--- src/rtl/bus_pkg.sv ---
// Shared definitions for the external memory bus arbiter.
// Bus widths, strobe constants and arbiter state encoding.
package bus_pkg;

  localparam int BUS_AW = 32;
  localparam int BUS_DW = 32;
  localparam int STRB_W = 4;

  localparam logic [STRB_W-1:0] STRB_NONE = 4'b0000;

  localparam logic [1:0] ST_IDLE   = 2'd0;
  localparam logic [1:0] ST_BUSY_F = 2'd1;
  localparam logic [1:0] ST_BUSY_M = 2'd2;

  typedef enum logic [1:0] {
    IDLE   = ST_IDLE,
    BUSY_F = ST_BUSY_F,
    BUSY_M = ST_BUSY_M
  } state_t;

  function automatic logic [BUS_AW-1:0] word_align(
    input logic [BUS_AW-1:0] a
  );
    return {a[BUS_AW-1:2], 2'b00};
  endfunction

endpackage

--- src/rtl/bus_arbiter_if.sv ---
// Fetch, load/store and external bus signals of the arbiter.
// slave = arbiter side, master = requesters plus external memory.
interface bus_arbiter_if;
  import bus_pkg::*;

  logic              fetch_valid;
  logic [BUS_AW-1:0] fetch_address;
  logic [BUS_DW-1:0] fetch_data;
  logic              fetch_ready;
  logic              fetch_error;

  logic              mem_valid;
  logic [BUS_AW-1:0] mem_address;
  logic [BUS_DW-1:0] mem_write_data;
  logic [STRB_W-1:0] mem_write_strobe;
  logic [BUS_DW-1:0] mem_read_data;
  logic              mem_ready;
  logic              mem_error;

  logic              ext_valid;
  logic              ext_instruction;
  logic [BUS_AW-1:0] ext_address;
  logic [BUS_DW-1:0] ext_write_data;
  logic [STRB_W-1:0] ext_write_strobe;
  logic              ext_ready;
  logic [BUS_DW-1:0] ext_read_data;

  modport slave (
    input  fetch_valid, fetch_address,
    output fetch_data, fetch_ready, fetch_error,
    input  mem_valid, mem_address,
    input  mem_write_data, mem_write_strobe,
    output mem_read_data, mem_ready, mem_error,
    output ext_valid, ext_instruction,
    output ext_address, ext_write_data,
    output ext_write_strobe,
    input  ext_ready, ext_read_data
  );

  modport master (
    output fetch_valid, fetch_address,
    input  fetch_data, fetch_ready, fetch_error,
    output mem_valid, mem_address,
    output mem_write_data, mem_write_strobe,
    input  mem_read_data, mem_ready, mem_error,
    input  ext_valid, ext_instruction,
    input  ext_address, ext_write_data,
    input  ext_write_strobe,
    output ext_ready, ext_read_data
  );

endinterface

--- src/rtl/bus_watchdog.sv ---
// Busy-cycle counter that flags a stalled external transfer.
// TIMEOUT_CYCLES = 0 keeps the counter idle and never expires.
module bus_watchdog #(
  parameter int TIMEOUT_CYCLES = 256,
  parameter int CNT_W          = 9
) (
  input  logic clk,
  input  logic reset_n,
  input  logic clear,
  input  logic enable,
  output logic expired
);

  localparam bit ENABLED = (TIMEOUT_CYCLES != 0);
  localparam logic [CNT_W-1:0] LAST =
    CNT_W'(TIMEOUT_CYCLES - 1);

  logic [CNT_W-1:0] cnt;

  always_ff @(posedge clk or negedge reset_n) begin
    if (!reset_n) begin
      cnt <= '0;
    end else if (clear) begin
      cnt <= '0;
    end else if (enable && ENABLED) begin
      cnt <= cnt + 1'b1;
    end
  end

  // Fires in the last stalled cycle so the abort lands on its edge.
  assign expired = ENABLED && enable && (cnt == LAST);

endmodule

--- src/rtl/bus_arbiter.sv ---
// Registered fetch / load-store arbiter for the external bus,
// with fetch-starvation protection and a bus timeout.
module bus_arbiter
  import bus_pkg::*;
#(
  parameter int MEM_STREAK_MAX = 4,
  parameter int TIMEOUT_CYCLES = 256,
  parameter int CNT_W          = 9
) (
  input  logic clk,
  input  logic reset_n,
  bus_arbiter_if.slave bus
);

  localparam int SW = $clog2(MEM_STREAK_MAX + 1);
  localparam logic [SW-1:0] STREAK_TOP = SW'(MEM_STREAK_MAX);

  state_t state, state_nx;

  logic [SW-1:0] streak;
  logic          idle;
  logic          fetch_cand;
  logic          mem_cand;
  logic          grant_m;
  logic          grant_f;
  logic          done;
  logic          expire;

  logic              ext_valid_q;
  logic              ext_instr_q;
  logic [BUS_AW-1:0] ext_addr_q;
  logic [BUS_DW-1:0] ext_wdata_q;
  logic [STRB_W-1:0] ext_strb_q;

  logic              f_rdy_q, f_err_q;
  logic              m_rdy_q, m_err_q;
  logic [BUS_DW-1:0] f_data_q, m_data_q;

  // A port still showing its response pulse sits out this grant.
  assign idle       = (state == IDLE);
  assign fetch_cand = bus.fetch_valid && !f_rdy_q && !f_err_q;
  assign mem_cand   = bus.mem_valid && !m_rdy_q && !m_err_q;
  assign grant_m    = idle && mem_cand &&
                      !(fetch_cand && streak == STREAK_TOP);
  assign grant_f    = idle && fetch_cand && !grant_m;
  assign done       = !idle && bus.ext_ready;

  bus_watchdog #(
    .TIMEOUT_CYCLES(TIMEOUT_CYCLES),
    .CNT_W         (CNT_W)
  ) u_wdog (
    .clk    (clk),
    .reset_n(reset_n),
    .clear  (grant_m || grant_f),
    .enable (!idle && !bus.ext_ready),
    .expired(expire)
  );

  always_ff @(posedge clk or negedge reset_n) begin
    if (!reset_n) begin
      state <= IDLE;
    end else begin
      state <= state_nx;
    end
  end

  always_comb begin
    state_nx = state;
    unique case (1'b1)
      grant_m:         state_nx = BUSY_M;
      grant_f:         state_nx = BUSY_F;
      done || expire:  state_nx = IDLE;
      default:         state_nx = state;
    endcase
  end

  always_ff @(posedge clk or negedge reset_n) begin
    if (!reset_n) begin
      streak <= '0;
    end else if (grant_m) begin
      if (streak != STREAK_TOP) begin
        streak <= streak + 1'b1;
      end
    end else if (grant_f) begin
      streak <= '0;
    end else if (idle && !bus.fetch_valid) begin
      streak <= '0;
    end
  end

  always_ff @(posedge clk or negedge reset_n) begin
    if (!reset_n) begin
      ext_valid_q <= 1'b0;
      ext_instr_q <= 1'b0;
      ext_addr_q  <= '0;
      ext_wdata_q <= '0;
      ext_strb_q  <= STRB_NONE;
    end else if (grant_m) begin
      ext_valid_q <= 1'b1;
      ext_instr_q <= 1'b0;
      ext_addr_q  <= word_align(bus.mem_address);
      ext_wdata_q <= bus.mem_write_data;
      ext_strb_q  <= bus.mem_write_strobe;
    end else if (grant_f) begin
      ext_valid_q <= 1'b1;
      ext_instr_q <= 1'b1;
      ext_addr_q  <= word_align(bus.fetch_address);
      ext_wdata_q <= '0;
      ext_strb_q  <= STRB_NONE;
    end else if (done || expire) begin
      ext_valid_q <= 1'b0;
    end
  end

  always_ff @(posedge clk or negedge reset_n) begin
    if (!reset_n) begin
      f_rdy_q  <= 1'b0;
      f_err_q  <= 1'b0;
      f_data_q <= '0;
      m_rdy_q  <= 1'b0;
      m_err_q  <= 1'b0;
      m_data_q <= '0;
    end else begin
      f_rdy_q  <= done && state == BUSY_F;
      f_err_q  <= expire && state == BUSY_F;
      f_data_q <= (done && state == BUSY_F) ?
                  bus.ext_read_data : '0;
      m_rdy_q  <= done && state == BUSY_M;
      m_err_q  <= expire && state == BUSY_M;
      m_data_q <= (done && state == BUSY_M) ?
                  bus.ext_read_data : '0;
    end
  end

  assign bus.fetch_ready      = f_rdy_q;
  assign bus.fetch_error      = f_err_q;
  assign bus.fetch_data       = f_data_q;
  assign bus.mem_ready        = m_rdy_q;
  assign bus.mem_error        = m_err_q;
  assign bus.mem_read_data    = m_data_q;
  assign bus.ext_valid        = ext_valid_q;
  assign bus.ext_instruction  = ext_instr_q;
  assign bus.ext_address      = ext_addr_q;
  assign bus.ext_write_data   = ext_wdata_q;
  assign bus.ext_write_strobe = ext_strb_q;

endmodule

--- src/flat_wrapper.sv ---
// flat-port wrapper written by rule: the top's interface ports become plain ports
module bus_arbiter_flat import bus_pkg::*;
#(
  parameter int MEM_STREAK_MAX = 4,
  parameter int TIMEOUT_CYCLES = 256,
  parameter int CNT_W          = 9
)
  (clk, reset_n, bus_fetch_valid, bus_fetch_address, bus_fetch_data, bus_fetch_ready, bus_fetch_error, bus_mem_valid, bus_mem_address, bus_mem_write_data, bus_mem_write_strobe, bus_mem_read_data, bus_mem_ready, bus_mem_error, bus_ext_valid, bus_ext_instruction, bus_ext_address, bus_ext_write_data, bus_ext_write_strobe, bus_ext_ready, bus_ext_read_data);
  bus_arbiter_if bus_i ();
  input  logic clk;
  input  logic reset_n;
  input wire logic [$bits(bus_i.fetch_valid)-1:0] bus_fetch_valid;
  input wire logic [$bits(bus_i.fetch_address)-1:0] bus_fetch_address;
  output wire logic [$bits(bus_i.fetch_data)-1:0] bus_fetch_data;
  output wire logic [$bits(bus_i.fetch_ready)-1:0] bus_fetch_ready;
  output wire logic [$bits(bus_i.fetch_error)-1:0] bus_fetch_error;
  input wire logic [$bits(bus_i.mem_valid)-1:0] bus_mem_valid;
  input wire logic [$bits(bus_i.mem_address)-1:0] bus_mem_address;
  input wire logic [$bits(bus_i.mem_write_data)-1:0] bus_mem_write_data;
  input wire logic [$bits(bus_i.mem_write_strobe)-1:0] bus_mem_write_strobe;
  output wire logic [$bits(bus_i.mem_read_data)-1:0] bus_mem_read_data;
  output wire logic [$bits(bus_i.mem_ready)-1:0] bus_mem_ready;
  output wire logic [$bits(bus_i.mem_error)-1:0] bus_mem_error;
  output wire logic [$bits(bus_i.ext_valid)-1:0] bus_ext_valid;
  output wire logic [$bits(bus_i.ext_instruction)-1:0] bus_ext_instruction;
  output wire logic [$bits(bus_i.ext_address)-1:0] bus_ext_address;
  output wire logic [$bits(bus_i.ext_write_data)-1:0] bus_ext_write_data;
  output wire logic [$bits(bus_i.ext_write_strobe)-1:0] bus_ext_write_strobe;
  input wire logic [$bits(bus_i.ext_ready)-1:0] bus_ext_ready;
  input wire logic [$bits(bus_i.ext_read_data)-1:0] bus_ext_read_data;
  assign bus_i.fetch_valid = bus_fetch_valid;
  assign bus_i.fetch_address = bus_fetch_address;
  assign bus_fetch_data = bus_i.fetch_data;
  assign bus_fetch_ready = bus_i.fetch_ready;
  assign bus_fetch_error = bus_i.fetch_error;
  assign bus_i.mem_valid = bus_mem_valid;
  assign bus_i.mem_address = bus_mem_address;
  assign bus_i.mem_write_data = bus_mem_write_data;
  assign bus_i.mem_write_strobe = bus_mem_write_strobe;
  assign bus_mem_read_data = bus_i.mem_read_data;
  assign bus_mem_ready = bus_i.mem_ready;
  assign bus_mem_error = bus_i.mem_error;
  assign bus_ext_valid = bus_i.ext_valid;
  assign bus_ext_instruction = bus_i.ext_instruction;
  assign bus_ext_address = bus_i.ext_address;
  assign bus_ext_write_data = bus_i.ext_write_data;
  assign bus_ext_write_strobe = bus_i.ext_write_strobe;
  assign bus_i.ext_ready = bus_ext_ready;
  assign bus_i.ext_read_data = bus_ext_read_data;
  bus_arbiter #(.MEM_STREAK_MAX(MEM_STREAK_MAX), .TIMEOUT_CYCLES(TIMEOUT_CYCLES), .CNT_W(CNT_W)) u_core (.clk(clk), .reset_n(reset_n), .bus(bus_i));
endmodule
--- config.mk ---
export PLATFORM = sky130hd
export DESIGN_NAME = bus_arbiter_flat
export DESIGN_NICKNAME = d
export VERILOG_FILES = /design/src/rtl/bus_pkg.sv /design/src/rtl/bus_arbiter_if.sv /design/src/rtl/bus_watchdog.sv /design/src/rtl/bus_arbiter.sv /design/src/flat_wrapper.sv
export SDC_FILE = /design/constraint.sdc
export NUM_CORES = 1
export LEC_CHECK = 0
export ABC_CLOCK_PERIOD_IN_PS = 2450
export CAP_MARGIN = 10
export CORE_ASPECT_RATIO = 1.2
export CORE_UTILIZATION = 41
export DETAILED_ROUTE_END_ITERATION = 12
export PLACE_DENSITY = 0.8
export SETUP_SLACK_MARGIN = 0.15
export SYNTH_ARGS = -nofsm -noshare
export SYNTH_HDL_FRONTEND = slang
export SYNTH_SLANG_ARGS = --single-unit
--- constraint.sdc ---
create_clock -name clk -period 2.45 [get_ports clk]
set_clock_uncertainty 0.1 [all_clocks]
set_input_delay 0.49 -clock clk [delete_from_list [all_inputs] [get_ports clk]]
set_output_delay 0.49 -clock clk [all_outputs]
set_load 0.1 [all_outputs]
==> metrics <==
DRT iter0 DRCs=358; DIE AREA=0.0147 sq mm; multi-input logic area=between 0.0015 and 0.002 sq mm; worst r2r src=u_core.streak[0]$_DFFE_PN0P_; R2R depth=6; crit path from=bus_mem_valid; antenna-violating nets left=0; Setup crit end=u_core.bus.ext_address[13]$_DFFE_PN0N_; Clock Sink Count=150; first-pass GRT wire length=26.9 mm; vias in the first global route=5061; CP max stage delay=around 0.46 ns; Post-synth EDFFs=0; DP Wirelength=~12 mm; Setup CP Type=input pin to register; area leader, netlist=dfrtp_1; core footprint=0.0138 sq mm; Seq/Total Area, Yosys=64.4%; H-tree levels=4; hold_ws=0.387 ns; RSZ-0062 raised after global routing=no; Buf/Inv on CP=3; FILL cells=1024; die height=133 microns; Synth area leaders=dfrtp_1, and2_1, o2111a_1; I/O pin total=275; 1st-pass router iterations=4; Max Buffers Root-to-Sink=2; status=finished, final reports clean; Max Slew Vio Count=0; Tot GR Track Use=23.7%; worst rel slew slack=between 50% and 60%; drt wl/cell=19.6 microns; final hold violation count=0; gp weighted congestion=0.823; CP startpoint kind=input pin; Mapped Avg Cell Area=around 14 sq um; PortBufs=268; vias per std cell=about 5.4; pin count of the biggest net entering global routing=64; GRT overflow=0; Async SR Flop Fraction=100%; Slowest-stage cell, CP=clkdlybuf4s50_1; Seq. cell area=0.00375 sq mm; R2R setup slack=between 0.4 and 0.5 ns; crit end category=register; count of cell types in the netlist=42; Critical Path, Cell by Cell=clkdlybuf4s50_1, or3b_1, buf_4, a211oi_4, buf_12, a221o_1; share of layout cells above drive strength 1=27.3%; #FFs+latches synth=150; Layout Nets=about 840; Final Cycle Share=83.0%; Clk pin slew, worst setup/hold paths=about 0.06 ns; total CTS buffers=17; row cnt=47; setup tns final=0 ns; number of antenna diodes=0; Worst-Margin Slew=0.746 ns; Max-cap violations=0; initial antenna violation count=0; WP data required=approximately 2.7 ns; Yosys Warn Count=0; Post-route DRC=0; worst hold path type=register to register; Data arrival, critical path=2.28 ns; Critical Path Stages=6; Synth Cell Area=0.00583 sq mm; crit-path max FO=63; Initial Util=42.2%; Root Buffer=clkbuf_16; min Tclk post-route=about 2.0 ns; Synth Instances=428; Clk Latency, worst-skew pair=0.42 ns; top-area cell type share of the netlist area=64.4%; Fmax=492 MHz; via count=4778; final setup fails=0; ys flop type=dfrtp_1; Area growth syn-to-layout=55.0%; RR Endpoint=u_core.bus.ext_address[13]$_DFFE_PN0N_; die extent in x=111 microns; CP delay by family, top=buffers and inverters; TritonCTS clock tree=done; Post-Route WL=17.2 mm
[repair_timing]
action                                 4_1_cts  5_1_grt
endpoints found under the hold margin       54        0
hold buffers                                 1        0
gates resized for setup                      0        0
setup buffers                                0        0
[routing by layer]
layer / up-vias / wire length (microns) / global-route usage (%)
met5: - / 0 / 0
met4: 0 / 532 / 11.3
met3: 42 / 1570 / 8.61
met2: 247 / 8720 / 40.0
met1: 2356 / 6390 / 26.5
li1: 2133 / - / -
[cells by family after synthesis]
| logic type | after synthesis | synth area share (%) |
|---|---|---|
| flops | 150 | 64.4 |
| compound gates | 127 | 20.0 |
| simple gates | 98 | 10.5 |
| buf+inv | 46 | 3.88 |
| fa+ha+maj | 4 | 0.858 |
| other cells | 1 | 0.0643 |
| xor+xnor | 1 | 0.150 |
| mux | 1 | 0.172 |
[cells in the final DEF (no fill, tap or decap), drive strengths merged, types with 4 or more instances in the layout]
| cell type | count |
|---|---|
| a21oi | 7 |
| a221o | 30 |
| a22o | 36 |
| and2 | 65 |
| buf | 156 |
| clkbuf | 17 |
| clkdlybuf4s50 | 131 |
| dfrtp | 150 |
| ha | 4 |
| inv | 14 |
| nand2 | 4 |
| nand3 | 5 |
| nor2 | 5 |
| o2111a | 30 |
| o21ai | 6 |
| o31ai | 5 |
| or4 | 4 |
[Yosys cell counts (2+ instances only)]
master / instances
ha_1: 4
and3b_1: 2
or3_1: 3
and2_1: 65
clkbuf_1: 22
a22o_1: 36
a21o_1: 2
o21a_1: 3
nor2_1: 5
buf_6: 4
o31ai_1: 5
o21ai_0: 5
inv_1: 5
a221o_1: 30
o2111a_1: 30
buf_2: 13
nor4bb_1: 2
a211oi_1: 2
a21oi_1: 7
buf_4: 2
dfrtp_1: 150
nand3_1: 5
or4_1: 4
nand2_1: 4
[flip-flops by register name (all words and copies together) (netlist names), 2 cells and up]
name,flops
u_core.state,2
u_core.streak,3
u_core.bus.ext_address,30
u_core.u_wdog.cnt,9
u_core.bus.ext_write_data,32
u_core.bus.ext_write_strobe,4
u_core.bus.mem_read_data,32
u_core.bus.fetch_data,32
[worst min path at each step]
stage / startpoint / end / slack (ns) / cells past startpoint
after global routing: u_core.bus.ext_instruction$_DFFE_PN0N_ / u_core.bus.ext_instruction$_DFFE_PN0N_ / 0.42 / 1
after CTS: u_core.bus.ext_instruction$_DFFE_PN0N_ / u_core.bus.ext_instruction$_DFFE_PN0N_ / 0.39 / 1
after detailed placement: u_core.bus.ext_instruction$_DFFE_PN0N_ / u_core.bus.ext_instruction$_DFFE_PN0N_ / 0.38 / 1
after floorplan: reset_n / u_core.bus.ext_address[10]$_DFFE_PN0N_ / 0.09 / 0
after global placement: u_core.bus.ext_instruction$_DFFE_PN0N_ / u_core.bus.ext_instruction$_DFFE_PN0N_ / 0.37 / 1
final: u_core.bus.ext_instruction$_DFFE_PN0N_ / u_core.bus.ext_instruction$_DFFE_PN0N_ / 0.39 / 1
[worst register-to-register path: cells and delay by family, from the launching register on]
kind / cells / cell delay, ns
buf+inv: 2 / 0.32
simple gates: 1 / 0.22
compound gates: 2 / 0.58
flops: 1 / 0.39
fa+ha+maj: 1 / 0.23
[stage by stage]
| step | util (%) | worst slack [ns] | cells | cell area [sq um] |
|---|---|---|---|---|
| after floorplan | - | 0.192 | 429 | 5830 |
| after global placement | 60.9 | 0.0554 | 846 | 8420 |
| after detailed placement | 60.9 | 0.00456 | 846 | 8420 |
| after CTS | 65.4 | 0.451 | 879 | 9040 |
| after global routing | 65.4 | 0.362 | 879 | 9040 |
| final | 65.4 | 0.416 | 879 | 9040 |
[area by class of cell]
class	count	area share, %
clock buffer	17	4.71
clock inverter	15	1.99
inverter	5	0.208
multi-input combinational	233	20.7
sequential	150	41.5
tap	171	2.37
timing repair buffer	288	28.5
Power is not shown: default switching activity piles up to over one toggle a cycle in this logic, so the estimate is an artifact.
